===== src/rtl/ptp_exchange_scheduler.sv =====
// Piezo time-sync exchange scheduler: master ping/echo rounds or slave echo replies
// on a shared single-wire link, with per-session round-trip statistics.
//
// state  | meaning
// IDLE   | no session; waiting for start
// ARM    | slave: waiting (no timeout) for the partner's pulse
// PULSE  | driving pulse_out for PULSE_LEN cycles (c = 0 .. PULSE_LEN-1)
// GUARD  | own-pulse echo mask; echo_in ignored
// LISTEN | timing the partner's pulse until rise or TIMEOUT
// GAP    | master: idle spacing between rounds
module ptp_exchange_scheduler #(
   parameter int CNT_W     = 32,
   parameter int ROUND_W   = 8,
   parameter int PULSE_LEN = 6,
   parameter int GUARD_LEN = 8,
   parameter int TIMEOUT   = 1000,
   parameter int GAP_LEN   = 16
) (
   input  logic                     clock,
   input  logic                     reset,
   input  logic                     start,
   input  logic                     stop,
   input  logic                     master_mode,
   input  logic [ROUND_W-1:0]       rounds_cfg,
   input  logic                     echo_in,
   output logic                     pulse_out,
   output logic                     busy,
   output logic                     done,
   output logic [CNT_W-1:0]         last_rtt,
   output logic [CNT_W-1:0]         min_rtt,
   output logic [CNT_W+ROUND_W-1:0] sum_rtt,
   output logic [ROUND_W-1:0]       ok_count,
   output logic [ROUND_W-1:0]       timeout_count
);

   typedef enum logic [2:0] {
      S_IDLE,
      S_ARM,
      S_PULSE,
      S_GUARD,
      S_LISTEN,
      S_GAP
   } state_t;

   localparam logic [CNT_W-1:0] PULSE_END = CNT_W'(PULSE_LEN - 1);
   localparam logic [CNT_W-1:0] GUARD_END = CNT_W'(PULSE_LEN + GUARD_LEN - 1);
   localparam logic [CNT_W-1:0] TIMEOUT_C = CNT_W'(TIMEOUT);
   localparam logic [CNT_W-1:0] GAP_END   = CNT_W'(GAP_LEN - 1);

   state_t               state;
   state_t               state_nx;
   logic [CNT_W-1:0]     timer;
   logic                 echo_q;
   logic                 rise;
   logic                 role_master;
   logic [ROUND_W-1:0]   rounds_tgt;
   logic [ROUND_W:0]     rounds_after;
   logic                 last_round;
   logic                 timer_clr;
   logic                 accept;
   logic                 meas_ok;
   logic                 meas_to;
   logic                 done_nx;

   assign rise = echo_in & ~echo_q;
   assign busy = (state != S_IDLE);

   // Rounds completed once the round currently ending is counted.
   assign rounds_after = {1'b0, ok_count} + {1'b0, timeout_count} + (ROUND_W+1)'(1);
   assign last_round   = (rounds_after >= {1'b0, rounds_tgt});

   always_comb begin
      state_nx  = state;
      timer_clr = 1'b0;
      accept    = 1'b0;
      meas_ok   = 1'b0;
      meas_to   = 1'b0;
      done_nx   = 1'b0;
      case (state)
         S_IDLE: begin
            if (start && !stop) begin
               accept    = 1'b1;
               timer_clr = 1'b1;
               state_nx  = master_mode ? S_PULSE : S_ARM;
            end
         end
         S_ARM: begin
            if (rise) begin
               timer_clr = 1'b1;
               state_nx  = S_PULSE;
            end
         end
         S_PULSE: begin
            if (timer == PULSE_END) state_nx = S_GUARD;
         end
         S_GUARD: begin
            if (timer == GUARD_END) state_nx = S_LISTEN;
         end
         S_LISTEN: begin
            // A rise landing on the TIMEOUT cycle itself is still a timeout.
            if (timer >= TIMEOUT_C) meas_to = 1'b1;
            else if (rise)          meas_ok = 1'b1;
            if (meas_ok || meas_to) begin
               if (last_round) begin
                  state_nx = S_IDLE;
                  done_nx  = 1'b1;
               end else if (role_master) begin
                  timer_clr = 1'b1;
                  state_nx  = S_GAP;
               end else if (meas_ok) begin
                  timer_clr = 1'b1;
                  state_nx  = S_PULSE;
               end else begin
                  state_nx = S_ARM;
               end
            end
         end
         S_GAP: begin
            if (timer == GAP_END) begin
               timer_clr = 1'b1;
               state_nx  = S_PULSE;
            end
         end
         default: state_nx = S_IDLE;
      endcase
      if (stop) begin
         state_nx = S_IDLE;
         done_nx  = 1'b0;
         meas_ok  = 1'b0;
         meas_to  = 1'b0;
      end
   end

   always_ff @(posedge clock or posedge reset) begin
      if (reset) begin
         state     <= S_IDLE;
         timer     <= '0;
         echo_q    <= 1'b0;
         pulse_out <= 1'b0;
         done      <= 1'b0;
      end else begin
         state     <= state_nx;
         echo_q    <= echo_in;
         pulse_out <= (state_nx == S_PULSE);
         done      <= done_nx;
         if (timer_clr)        timer <= '0;
         else if (timer != '1) timer <= timer + CNT_W'(1);
      end
   end

   always_ff @(posedge clock or posedge reset) begin
      if (reset) begin
         role_master   <= 1'b0;
         rounds_tgt    <= ROUND_W'(1);
         last_rtt      <= '0;
         min_rtt       <= '1;
         sum_rtt       <= '0;
         ok_count      <= '0;
         timeout_count <= '0;
      end else if (accept) begin
         role_master   <= master_mode;
         rounds_tgt    <= (rounds_cfg == '0) ? ROUND_W'(1) : rounds_cfg;
         last_rtt      <= '0;
         min_rtt       <= '1;
         sum_rtt       <= '0;
         ok_count      <= '0;
         timeout_count <= '0;
      end else begin
         if (meas_ok) begin
            last_rtt <= timer;
            if (timer < min_rtt) min_rtt <= timer;
            sum_rtt <= sum_rtt + {{ROUND_W{1'b0}}, timer};
            if (ok_count != '1) ok_count <= ok_count + ROUND_W'(1);
         end
         if (meas_to && (timeout_count != '1)) begin
            timeout_count <= timeout_count + ROUND_W'(1);
         end
      end
   end

endmodule


===== config.mk =====
export PLATFORM = sky130hd
export DESIGN_NAME = ptp_exchange_scheduler
export DESIGN_NICKNAME = d
export VERILOG_FILES = /design/src/rtl/ptp_exchange_scheduler.sv
export SDC_FILE = /design/constraint.sdc
export NUM_CORES = 1
export LEC_CHECK = 0
export CAP_MARGIN = 25
export CORE_ASPECT_RATIO = 0.75
export CORE_MARGIN = 3
export CORE_UTILIZATION = 48
export DETAILED_ROUTE_END_ITERATION = 10
export GPL_ROUTABILITY_DRIVEN = 0
export HOLD_SLACK_MARGIN = 0.05
export PLACE_DENSITY = 0.78
export SLEW_MARGIN = 0
export SYNTH_ARGS = -nofsm -noshare
export SYNTH_HDL_FRONTEND = slang
export SYNTH_SLANG_ARGS = --single-unit

===== constraint.sdc =====
create_clock -name clock -period 5.8 [get_ports clock]
set_input_delay 1.16 -clock clock [delete_from_list [all_inputs] [get_ports clock]]
set_output_delay 1.16 -clock clock [all_outputs]
set_load 0.01 [all_outputs]

==> results.toml <==
[routing]
antenna_left = 0
m1WireLength_mm = 12.6
first_pass_iters = 5
top_layer_used = "met4"
met2WireLength_mm = 11.4
wirelength_mm = 26.2
vias = 8584
wire_per_inst_microns = 17.5
drt_iter0_drc = 798
drcViolationCount = 0
vias_per_cell = 5.74
wl_met3_mm = 1.85

[worst_setup_path]
rr_startpoint = "timeout_count[0]"
rr_endpoint = "pulse_out"
worst-path-max-fanout = 7
r2r_cells = 15
worstSetupStartpointType = "flop"
reg2reg_slack_ps = 1740
worstPathArrival_ps = 4410
crit_path_end_kind = "flop"
crit_required_ps = 6150
critPathKind = "reg2reg"

[sta]
finalMaxSlewViolations = 0
tightest_slew_ps = 954
hold_violations = 0
clock.fmax_mhz = 246
rsz0062_at_grt = "false"
min_period_ps = 4060
hold_slack_ps = 486
relSlewSlack_pct = 36.3
fin_skew_ps = 7.81
fin_crit_sh_pct = 70.0
finalSetupViolations = 0
timing.setup.tns_ps = 0

[clocking]
cts_setup_buffers = 0
clock_latency_ps = 440
cts_max_level = 4
clk_pin_slew_worst_paths_ps = 70
clk_path_buf_depth = 2
cts_hold_buf = 0
clockRootBuffer = "clkbuf_16"
cts_resized = 0
cts_buffers = 17
clock-sinks = 167
cts_tree = "built"

[pwr]
pwr_density_cell_nw_per_um2 = 245
ir_drop_mv = 0.166
power_leakage_nw = 5.85
finalPower_w = 0.00300

[cells_and_area]
nets = 1301
finalNonFillerCells = 1496
n_fill_cell = 1698
area_growth_syn_to_layout_pct = 21.5
n_antenna_cell = 0
final_core_util_pct = 60.1
drive_gt1_share_pct = 8.07

[floorplanning]
die_h_microns = 132
design.portCount = 137
std_cell_rows = 45
die_area_sq_um = 22800
initial_utilization_pct = 49.4
die_w_microns = 174
core_area_sq_um = 20400

[run_status]
status = "completed"

[synthesis]
syn_avg_cell_area_sq_um = 9.33
ys.flop_type = "dfrtp_1"
syn_area_sq_um = 10100
ys_top_cells_by_area = "dfrtp_1 (33%), ha_1 (10%), dfstp_2 (8.6%)"
async_flop_share_pct = 100
ys_ff_latch = 167
synth_largest_area_cell = "dfrtp_1"
syn-num-nets = 1183
synth_edf_count = 0
synth_top_area_share_pct = 33.2
yosysWarnings = 0
yosysUniqueCellTypes = 70
netlist_instances = 1083
yosysSeqAreaShare_pct = 41.8

[global_routing]
gr-usage-all-layers_pct = 23.1
grt_overflow = 0
first_global_vias = 8292
grt_pass1_wl_mm = 43.3
antenna_found_initial = 0
grt_max_degree = 91

[place]
placed_cells = 1464
hpwl_mm = 18.8
port_buffers = 136

[hold_path]
hold_start = "last_rtt[12]"
holdPathStages = 1
hold_end = "last_rtt[12]"
hp-class = "reg2reg"

[job]
maxCapViolations = 0
## layout make-up
class                      instances  area (sq um)  share of cell area [%]
tap                              282           353                    2.87
clock buffer                      17           425                    3.46
clock inverter                    15           169                    1.38
sequential                       167          4220                    34.4
timing repair buffer             143          1410                    11.5
multi-input combinational        811          5470                    44.5
inverter                          61           234                    1.91
## sequential cells by signal (all words and copies together), names as in the netlist
name and count:
done 1, role_master 1, ok_count 8, echo_q 1
rounds_tgt 8, timeout_count 8, sum_rtt 40, pulse_out 1
timer 32, state 3, last_rtt 32, min_rtt 32
## cells by family after synthesis
kind of cell / synth area share (%)
AOI/OAI and AO/OA: 17.4
xor gates and xnor gates: 6.15
adders and majority gates: 10.8
buffers and inverters: 4.25
DFF: 41.8
muxes: 0.508
and+or+nand+nor: 19.1
## metrics by stage
step / setup WS (ps) / instance area, sq um
3_5_place_dp: 1620 / 11700
4_1_cts: 1760 / 12300
3_3_place_gp: 1740 / 11700
2_1_floorplan: 176 / 10100
5_1_grt: 1490 / 12300
6_report: 1740 / 12300
## power by group
part | internal, W | total [W] | switching, W
sequential | 0.00128 | 0.00138 | 0.000101
combinational | 0.000213 | 0.000461 | 0.000248
clock | 0.000645 | 0.00116 | 0.000518
total | 0.00214 | 0.00300 | 0.000868
## worst max-delay path: stages, from the launching register on
cell and delay, ps:
dfrtp_1 470, inv_1 100, ha_1 160, inv_1 50, fa_1 390, a21o_1 210, a21oi_2 190, xnor2_1 160
ha_1 280, a21o_1 160, a211oi_1 230, o21a_1 180, o21ai_1 120, or4b_4 560, or4_1 470, a211oi_2 230
## cell usage after synthesis (22+ instances only)
master	count
dfstp_2	33
xor2_1	44
nand4_1	28
xnor2_1	27
a21oi_1	45
inv_1	61
nor3_1	22
nor2_1	80
clkbuf_1	27
dfrtp_1	134
nand3_1	66
o21ai_0	87
a21o_1	57
ha_1	84
nand2_1	83
and2_1	27
## per-layer routing
metal | GRT usage [%] | up-vias
li1 | - | 4111
met3 | 4.77 | 30
met4 | 6.17 | 0
met5 | 0 | -
met2 | 34.6 | 301
met1 | 34.0 | 4142
## cells in the final DEF, fill, tap and decap left out, types with 4 or more instances in the layout
cell               n
a211oi_1          12
a21o_1            57
a21oi_1           45
a31oi_1            8
and2_1            27
and3_1            17
and4_1             8
buf_4              7
clkbuf_16         17
clkdlybuf4s50_1  136
dfrtp_1          134
dfstp_2           33
ha_1              84
inv_1             60
inv_6              6
mux2i_1            4
nand2_1           82
nand2b_1          11
nand3_1           66
nand4_1           28
nor2_1            80
nor2b_1            8
nor3_1            22
nor4_1             9
o211ai_1           5
o21a_1             9
o21ai_0           87
o31ai_1            4
or3_1              5
xnor2_1           27
xor2_1            44
## how the worst max path moves through the flow
stage,cells past startpoint,slack [ps],from,to
floorplan,1,180,reset,done
global placement,10,1740,stop,min_rtt[27]
detailed placement,10,1620,stop,min_rtt[1]
CTS,15,1760,timeout_count[0],pulse_out
global route,15,1490,timeout_count[0],pulse_out
finish,15,1740,timeout_count[0],pulse_out
No activity file was read; power rests on OpenSTA's default activity.
